**src/rtl/lcd_hex_formatter.sv**
```systemverilog
// lcd_hex_formatter: renders NFIELD hex fields of NIB nibbles each into a
// LINE_CHARS-character LCD string laid over a background template.
// A render starts when any field differs from the last captured snapshot
// or when force_lvl rises. The finished string is offered to the display
// driver through a req/ack handshake.
// The force input is named force_lvl because "force" is a reserved word.
// Build option: define LCD_HEX_UPPER_EN to get upper-case 'A'-'F' digits.
// Without it the digits are lower-case 'a'-'f'.
// Field slots that would fall past the end of the line are not written.
// The scan still takes NFIELD*NIB cycles, so the latency does not change.
module lcd_hex_formatter #(
    parameter int NFIELD     = 4,
    parameter int NIB        = 8,
    parameter int LINE_CHARS = 32
) (
    input  logic                       clk,
    input  logic                       rst,
    input  logic [8*LINE_CHARS-1:0]    tmpl,
    input  logic [NFIELD*NIB*4-1:0]    fields,
    input  logic                       force_lvl,
    input  logic                       upd_ack,
    output logic [8*LINE_CHARS-1:0]    strdata,
    output logic                       upd_req,
    output logic                       busy
);

    localparam int NTOT  = NFIELD * NIB;
    localparam int IW    = (NTOT > 1) ? $clog2(NTOT) : 1;
    localparam int PW    = $clog2(NFIELD * (NIB + 1) + 1);
    localparam int JW    = (NIB > 1) ? $clog2(NIB) : 1;

    typedef enum logic [1:0] {IDLE, LOAD, SCAN, REQ} state_t;

    state_t            state, state_nxt;
    logic [NTOT*4-1:0] snapshot;
    logic              force_q;
    logic              pending;
    logic              evt;
    logic [IW-1:0]     idx;
    logic [JW-1:0]     nib_j;
    logic [PW-1:0]     pos;
    logic [3:0]        cur_nib;
    logic              scan_last;

    function automatic logic [7:0] hex_char(input logic [3:0] n);
        if (n < 4'd10)
            return 8'h30 + {4'h0, n};
`ifdef LCD_HEX_UPPER_EN
        return 8'h37 + {4'h0, n};
`else
        return 8'h57 + {4'h0, n};
`endif
    endfunction

    // Flat nibble idx counts from the MSB, so field 0 / nibble 0 comes out first.
    assign cur_nib   = snapshot[(NTOT-1-int'(idx))*4 +: 4];
    assign scan_last = (idx == IW'(NTOT-1));

    // The change in the LOAD cycle is the one being captured.
    // Only a force rise can re-arm pending during LOAD.
    assign evt = (force_lvl & ~force_q) | ((fields != snapshot) & (state != LOAD));

    // State register
    always_ff @(posedge clk or negedge rst) begin
        if (!rst) state <= IDLE;
        else      state <= state_nxt;
    end

    // Next-state and handshake outputs
    always_comb begin
        state_nxt = state;
        busy      = 1'b1;
        upd_req   = 1'b0;
        case (state)
            IDLE: begin
                busy = 1'b0;
                if (pending) state_nxt = LOAD;
            end
            LOAD: state_nxt = SCAN;
            SCAN: if (scan_last) state_nxt = REQ;
            REQ: begin
                upd_req = 1'b1;
                if (upd_ack) state_nxt = IDLE;
            end
            default: state_nxt = IDLE;
        endcase
    end

    // Event tracking, snapshot capture and character-by-character render
    always_ff @(posedge clk or negedge rst) begin
        if (!rst) begin
            strdata  <= {LINE_CHARS{8'h20}};
            snapshot <= '0;
            force_q  <= 1'b0;
            pending  <= 1'b1;
            idx      <= '0;
            nib_j    <= '0;
            pos      <= '0;
        end else begin
            force_q <= force_lvl;
            if (evt)                pending <= 1'b1;
            else if (state == LOAD) pending <= 1'b0;
            case (state)
                LOAD: begin
                    snapshot <= fields;
                    strdata  <= tmpl;
                    idx      <= '0;
                    nib_j    <= '0;
                    pos      <= '0;
                end
                SCAN: begin
                    if (int'(pos) < LINE_CHARS)
                        strdata[(LINE_CHARS-1-int'(pos))*8 +: 8] <= hex_char(cur_nib);
                    idx <= idx + IW'(1);
                    // At the end of a field, step over the template separator char.
                    if (nib_j == JW'(NIB-1)) begin
                        nib_j <= '0;
                        pos   <= pos + PW'(2);
                    end else begin
                        nib_j <= nib_j + JW'(1);
                        pos   <= pos + PW'(1);
                    end
                end
                default: ;
            endcase
        end
    end

endmodule

```
**config.mk**
```make
export PLATFORM = sky130hd
export DESIGN_NAME = lcd_hex_formatter
export DESIGN_NICKNAME = d
export VERILOG_FILES = /design/src/rtl/lcd_hex_formatter.sv
export SDC_FILE = /design/constraint.sdc
export NUM_CORES = 1
export LEC_CHECK = 0
export BUFFER_PORTS_ARGS = -buffer_cell sky130_fd_sc_hd__buf_2
export CORE_AREA = 2 2 250 252
export CTS_CLUSTER_DIAMETER = 40
export DETAILED_ROUTE_END_ITERATION = 8
export DIE_AREA = 0 0 252 254
export PLACE_DENSITY_LB_ADDON = 0.25
export SLEW_MARGIN = 25
export SYNTH_ARGS = -nofsm -noshare
export SYNTH_HDL_FRONTEND = slang
export SYNTH_SLANG_ARGS = --single-unit
```
**constraint.sdc**
```tcl
create_clock -name clk -period 5.1 [get_ports clk]
set_clock_uncertainty 0.05 [all_clocks]
set_input_delay 1.02 -clock clk [delete_from_list [all_inputs] [get_ports clk]]
set_output_delay 1.02 -clock clk [all_outputs]
set_load 0.02 [all_outputs]
```
[Word-level counts from Yosys, hierarchy flattened]
Cells that the tools add are included.
Storage, ports and cells
  output and inout bits: 258
  word-level logic and storage cells: 65
  input port bits: 388
  register bits after elaboration: 402
Operators by class
  shift operators: 3
  magnitude comparators: 2
  add/subtract/negate cells: 9
  reductions and logical operators: 5
  equal/unequal tests: 11
  bitwise logic cells: 4
  muxes and demuxes: 23
Operators by type and width (count)
  one-hot mux 256 bit (2 select lines): 1
  bitwise mux 256 bit: 1
  two-way mux 256 bit: 1
  variable shift 8 x 33 -> 256 bit, first input constant: 1
  indexed part select 8 x 33 -> 256 bit: 1
  inequality test 128 bit: 1
  indexed part select 128 x 8 -> 4 bit: 1
  negator 10 -> 33 bit: 1
  two-way mux 8 bit: 4
  one-hot mux 6 bit (2 select lines): 1
  one-hot mux 5 bit (2 select lines): 1
  adder 7 x 4 -> 8 bit, first input constant: 1
  inequality test 2 bit, second input constant: 4
  one-hot mux 2 bit (4 select lines): 1
  adder 6 x 4 -> 7 bit, first input constant: 1
  two-way mux 1 bit: 7
  subtractor 5 x 6 -> 7 bit, first input constant: 1
  adder 6 x 1 -> 6 bit, second input constant: 1
  adder 6 x 2 -> 6 bit, second input constant: 1
  less-than comparator 6 bit, second input constant: 1
  two-way mux 2 bit: 3
  two-way mux 6 bit: 1
  one-hot mux 3 bit (2 select lines): 1
  subtractor 5 x 5 -> 6 bit, first input constant: 1
  other kinds (16): 19

[Depth between registers and ports, before layout]
Gate-level depths: netlist (run 1).
  depth in word-level cells: 13
  depth in mapped cells: 15
  depth with buffers taken out: 12

[Least setup slack after synthesis (run 1)]
No wires, ideal clock.
  kind: reg2reg
  start: register pos[1]
  end: register strdata[116]
  path buffers: 2
  library setup time: 125 ps
  required time: 4925 ps
  slack: 1440 ps
  stages on the path, launching flop included: 15
  data arrival time: 3486 ps
  clock period less this slack: 3660 ps
  cell sequence: dfrtp_1 ha_1 nand3_1 nor3b_1 inv_1 ha_1 nor4b_1 nand4b_1 a211oi_2 and3_1 clkbuf_1 clkbuf_1 nand2_1 nand2_1 mux2_2
On the way
  longest elaborated chain between the ends: 6
  elaborated cells on any way between the ends: 10
  those cells by class: 2 x add/sub; 1 x order compare; 1 x eq/ne; 2 x shift; 3 x mux; 1 x reduce/logical
RTL lines
  start, declared: line 41  | logic [PW-1:0] pos;
  start signal, assigned: line 118  | pos <= pos + PW'(2);
  start signal, assigned: line 121  | pos <= pos + PW'(1);
  subtractor 5 x 6 -> 7 bit: line 113  | strdata[(LINE_CHARS-1-int'(pos))*8 +: 8] <= hex_char(cur_nib);
  negator 10 -> 33 bit: line 113
  indexed part select 8 x 33 -> 256 bit / variable shift 8 x 33 -> 256 bit (equally long branches): line 113
  bitwise mux 256 bit: line 113
  two-way mux 256 bit: line 112  | if (int'(pos) < LINE_CHARS)
  one-hot mux 256 bit (2 select lines): line 103  | case (state)
  end signal, assigned: line 92  | strdata <= {LINE_CHARS{8'h20}};
  end signal, assigned: line 106  | strdata <= tmpl;
  end signal, assigned by index: line 113
  end, declared: line 22  | output logic [8*LINE_CHARS-1:0] strdata,
Parallel ways exist; a longest one is shown, timed or not. The select of a mux whose other input is x is not followed.
A chain may end at the register's enable or synchronous reset.

[Worst setup path in the final report (run 1)]
  start: register pos[0]
  end: register strdata[78]
Same word-level chain as after synthesis.

==> results.toml, run 1 <==
[status]
status = "complete, no violations"

[global_routing]
grt.total_usage = 0.279
grt_pass1_wl_um = 131000
antenna_found_initial = 38
grt_max_degree = 107
grt_overflow = 0
first_global_vias = 19600

[logic_synthesis]
ys.flop_type = "dfrtp_1"
async_reset_ff_frac = 1.00
syn_inst = 2016
syn_avg_cell_area_um2 = 10.1
ys_warn_count = 0
ys_seq_elements = 402
synthDominantCellAreaShare = 0.455
yosysTopAreaCell = "dfrtp_1"
synth_edf_count = 0
yosysSeqAreaShare = 0.498
syn_area_um2 = 20300
synth_nets = 2423
yosys-top-cells-area = "dfrtp_1 (46%), mux2_2 (5.7%), nand2_1 (5.0%), a21oi_1 (4.6%), dfstp_2 (4.3%)"
synth_cell_types = 60

[clock_tree]
cts_tree = "yes"
clk_latency_ns = 0.63
cts_setup_buffers = 0
clock_sinks = 402
root_buffer = "clkbuf_16"
cts_buffer_depth = 3
cts_buffers = 82
hold_buffers = 0
htreeDepth = 3
cts_resized = 0
clk_pin_slew_ns = 0.05

[route]
wirelength_um = 92500
wire_per_inst_um = 26.0
first_iter_violations = 1487
via_per_inst = 5.49
dr_total_vias = 19500
route.detailed.drc = 0
ant_nets = 0
first_pass_iters = 6

[setup_path]
crit_slowest_cell = "dfrtp_1"
cp-start-kind = "flip-flop"
end_kind = "flip-flop"
path_cells = "ha_1, nand3_1, nor3b_1, inv_1, ha_1, nor4b_1, nand4b_1, a211oi_2, and3_2, buf_12, nand2_1, nand2_1, mux2_2"
critical_path_class = "flip-flop to flip-flop"
worst-path-buf-inv = 2
crit_arrival_ns = 4.93
path_delay_family = "simple AND/OR/NAND/NOR gates"
worstPathMaxFanout = 30
cpPeakStageDelay_ns = 0.55
cp.required_ns = 5.54

[pwr]
p_clk_frac = 0.254
pwr-share-comb = 0.469
leakagePower_nw = 12.9
power_mw = 22.0
pwr-share-seq = 0.278
power.switching_mw = 9.92
swShare = 0.450
worst_ir_drop_vdd_v = 0.000786
powerDensity_nw_per_um2 = 802
p_int_mw = 12.1

[cells_and_area]
fin_area_um2 = 27500
nNetsFinal = 3081
final_common_cell = "buf_2"
final_cell_mix = "buf_2 (644), dfrtp_1 (368), nand2_1 (266)"
drive_above_1_share = 0.371
area_growth_pct = 35.4

[floorplanning]
chipWidth_um = 252
fp.dieH_um = 254
rows = 91
die_area_um2 = 64000
ioPinCount = 646
core_um2 = 61300
start_util = 0.331

[sta]
hold_violations = 0
finalCritPeriodShare = 0.880
finalSetupViolCount = 0
slew_headroom = 0.295
fmax_mhz = 223
tns_ns = 0
timing.final.crit_period_ns = 4.49
slew_viol_final = 0
tightest_slew_ns = 1.06
rsz0062_at_grt = "false"

[placement]
finalWeightedCongestion = 0.935
dp_hpwl_um = 70600
portBuffers = 645
placed_cell_area_um2 = 24500

[hold_path]
hold_class = "flip-flop to flip-flop"

[job]
drv_cap = 0
## power by group through the flow
stage | combinational [mW] | sequential (mW) | clock (mW)
2_1_floorplan | 5.33 | 6.82 | 0
3_3_place_gp | 10.1 | 6.08 | 0
3_5_place_dp | 10.3 | 6.13 | 0
4_1_cts | 10.3 | 6.09 | 5.66
5_1_grt | 11.0 | 6.27 | 5.82
6_report | 10.3 | 6.12 | 5.59
## state kept, by name, indices dropped and copies added, names as in the netlist
name      flops
idx           5
pending       1
snapshot    128
force_q       1
nib_j         3
strdata     256
state         2
pos           6
## synthesized netlist by cell type, types with 6 or more instances
| library cell | count |
|---|---|
| nor2b_1 | 11 |
| o2bb2ai_1 | 17 |
| mux2_2 | 103 |
| o22a_1 | 33 |
| nand2b_1 | 14 |
| a21o_1 | 19 |
| ha_1 | 19 |
| buf_6 | 6 |
| and3_1 | 70 |
| mux2i_1 | 18 |
| or3_1 | 33 |
| clkbuf_1 | 84 |
| buf_1 | 7 |
| dfstp_2 | 33 |
| o21ai_0 | 151 |
| dfrtp_1 | 369 |
| o21ai_1 | 30 |
| nand4_1 | 18 |
| o221ai_1 | 6 |
| inv_1 | 76 |
| nor4_1 | 14 |
| a2bb2oi_1 | 97 |
| and2_1 | 6 |
| buf_2 | 14 |
| o22ai_1 | 21 |
| a221oi_1 | 12 |
| a21oi_1 | 185 |
| nand2_1 | 268 |
| mux4_2 | 27 |
| nand3_1 | 50 |
| nor2_1 | 72 |
| xnor2_1 | 44 |
| xor2_1 | 37 |
## final timing paths
check	slack, ns	start	cells past startpoint	to
worst max register to register	0.61	pos[0]	13	strdata[78]
worst min-delay path	0.35	force_q	1	pending
worst min register to register	0.35	force_q	1	pending
worst max-delay path	0.61	pos[0]	13	strdata[78]
max in group asynchronous	3.42	rst	2	strdata[237]
min in group asynchronous	0.41	rst	1	strdata[89]
## worst register-to-register path: stages, from the launching register on
cell	delay (ns)
dfrtp_1	0.55
ha_1	0.34
nand3_1	0.19
nor3b_1	0.43
inv_1	0.09
ha_1	0.30
nor4b_1	0.35
nand4b_1	0.20
a211oi_2	0.51
and3_2	0.45
buf_12	0.23
nand2_1	0.12
nand2_1	0.18
mux2_2	0.37
## per-layer routing
| layer | part of all wire | wire length [um] | track usage | vias to the layer above |
|---|---|---|---|---|
| met5 | 0.00052 | 48 | 0 | - |
| li1 | - | - | - | 8650 |
| met2 | 0.50 | 46000 | 0.470 | 914 |
| met1 | 0.38 | 35400 | 0.331 | 9753 |
| met3 | 0.075 | 6970 | 0.0655 | 197 |
| met4 | 0.044 | 4060 | 0.150 | 8 |
## cell type report
cell class | count | area [um2]
timing repair buffer | 690 | 3680
sequential | 402 | 10100
fill | 5934 | 33800
tap | 790 | 988
antenna | 27 | 67.6
inverter | 77 | 294
multi-input combinational | 1421 | 9470
clock buffer | 98 | 2200
clock inverter | 54 | 682
## cell families (layout without fill, tap and decap cells)
family | after synthesis | after routing | share of synthesized area
simple gates | 575 | 575 | 0.133
fa+ha+maj | 19 | 19 | 0.0117
mux | 148 | 148 | 0.0960
compound gates | 598 | 598 | 0.187
xor+xnor | 81 | 81 | 0.0350
flops | 402 | 402 | 0.498
other cells | 0 | 27 | 0
buf+inv | 193 | 919 | 0.0393
## metrics by stage
step / util / hold WS (ns) / setup WS, ns / std cells
final: 0.449 / 0.347 / 0.612 / 3559
after global routing: 0.449 / 0.376 / 0.266 / 3558
after CTS: 0.448 / 0.347 / 0.679 / 3532
after detailed placement: 0.400 / 0.340 / 0.712 / 3380
after global placement: 0.400 / 0.333 / 0.884 / 3380
after floorplan: - / 0.316 / 1.44 / 2016
(Power assumes the default switching activity.)
==> run 2, diff against run 1 <==
clock period = 5.6 ns   (was 5.1 ns; I/O delays follow)
==> run 2 against run 1 <==
Die area did not move. Maximum frequency shrank 4.3%. Global-route usage shrank 0.070 points. Setup slack improved by 0.30 ns. Critical path depth is 1 lower. Flip-flop and latch count is the same. Total power is 9.1% lower. Final area decreased by 0.32%. Routed wire length shrank 0.30%. Sequential power fell by 9.3%. Largest cell class unchanged.
==> results.toml, run 2 (synthesis gave the netlist of run 1 again) <==
[global_routing]
first_global_vias = 19500
grt.total_usage = 0.279
grt_max_degree = 139
grt_overflow = 0
antenna_found_initial = 45
grt_pass1_wl_um = 131000

[route]
wire_per_inst_um = 25.9
dr_total_vias = 19600
first_pass_iters = 5
first_iter_violations = 1467
route.detailed.drc = 0
via_per_inst = 5.51
wirelength_um = 92200
ant_nets = 0

[floorplanning]
rows = 91
fp.dieH_um = 254
ioPinCount = 646
die_area_um2 = 64000
core_um2 = 61300
chipWidth_um = 252
start_util = 0.331

[sta]
slew_headroom = 0.230
slew_viol_final = 0
timing.final.crit_period_ns = 4.69
finalCritPeriodShare = 0.837
hold_violations = 0
finalSetupViolCount = 0
rsz0062_at_grt = "false"
tns_ns = 0
fin_ws_ns = 0.910
fmax_mhz = 213
tightest_slew_ns = 1.15

[placement]
placed_cell_area_um2 = 24400
dp_hpwl_um = 69500
portBuffers = 645
dp_slack_ns = 0.975
finalWeightedCongestion = 0.926

[clock_tree]
cts_buffer_depth = 3
cts_resized = 0
clock_sinks = 402
clk_latency_ns = 0.62
cts_setup_buffers = 0
htreeDepth = 3
clk_pin_slew_ns = 0.06
cts_tree = "yes"
root_buffer = "clkbuf_16"
cts_buffers = 82
hold_buffers = 0

[setup_path]
r2r_setup_slack_ns = 0.91
cp-start-kind = "flip-flop"
end_kind = "flip-flop"
worstPathMaxFanout = 34
crit_arrival_ns = 5.11
path_cells = "ha_1, nand3_1, nor3b_1, inv_1, ha_1, nor4b_1, nand4b_1, a211oi_2, and3_2, a21oi_1, a21oi_1, o21ai_1"
cpPeakStageDelay_ns = 0.80
cp.required_ns = 6.02
crit_slowest_cell = "and3_2"
critical_path_class = "flip-flop to flip-flop"

[pwr]
powerDensity_nw_per_um2 = 731
worst_ir_drop_vdd_v = 0.000539
power_mw = 20.0
leakagePower_nw = 12.9

[cells_and_area]
largest_register_ffs = 256
regMostFlops = "strdata"
largestRegisters = "strdata (256), snapshot (128), pos (6)"
fin_area_um2 = 27400
area_growth_pct = 35.0
final_cell_mix = "buf_2 (644), dfrtp_1 (367), nand2_1 (266)"
final_common_cell = "buf_2"
drive_above_1_share = 0.369
nNetsFinal = 3068

[job]
drv_cap = 0

[status]
status = "complete, no violations"

[hold_path]
hold_class = "flip-flop to flip-flop"
==> run 2: final timing paths <==
| path | startpoint | endpoint | cells after the start |
|---|---|---|---|
| worst min register to register | force_q | pending | 1 |
| max in group asynchronous | rst | strdata[241] | 2 |
| worst max register to register | pos[0] | strdata[88] | 12 |
| worst min-delay path | force_q | pending | 1 |
| min in group asynchronous | rst | strdata[86] | 1 |
| worst max-delay path | pos[0] | strdata[88] | 12 |
==> run 2: power breakdown <==
group	internal, mW	total [mW]	switching [mW]
sequential	4.39	5.55	1.15
clock	3.31	5.14	1.83
combinational	3.31	9.34	6.03
total	11.0	20.0	9.02
==> run 2: worst max-delay path, delay by kind of cell (launching register included) <==
| family | cells | cell delay, ns |
|---|---|---|
| AOI/OAI and AO/OA | 4 | 1.32 |
| buffers and inverters | 1 | 0.08 |
| adders and majority gates | 2 | 0.63 |
| DFF | 1 | 0.56 |
| and+or+nand+nor | 5 | 1.88 |
==> run 2: layout make-up <==
type | count | area [um2]
Antenna cell | 37 | 92.6
Clock buffer | 93 | 2160
Clock inverter | 60 | 733
Fill cell | 5915 | 33900
Inverter | 77 | 294
Multi-Input combinational cell | 1421 | 9470
Sequential cell | 402 | 10100
Tap cell | 790 | 988
Timing Repair Buffer | 677 | 3550
==> run 2: per-layer routing <==
metal | wire (um) | up-vias | global-route usage
met1 | 34400 | 9801 | 0.322
met3 | 7930 | 211 | 0.0743
met5 | 104 | - | 0
li1 | - | 8662 | -
met2 | 46100 | 911 | 0.477
met4 | 3710 | 16 | 0.141
==> run 2: metrics by stage <==
| step | instances | util | hold slack, ns |
|---|---|---|---|
| finish | 3557 | 0.447 | 0.350 |
| global placement | 3366 | 0.398 | 0.333 |
| global route | 3549 | 0.447 | 0.387 |
| CTS | 3519 | 0.445 | 0.351 |
| detailed placement | 3366 | 0.398 | 0.337 |
| floorplan | 2016 | - | 0.316 |
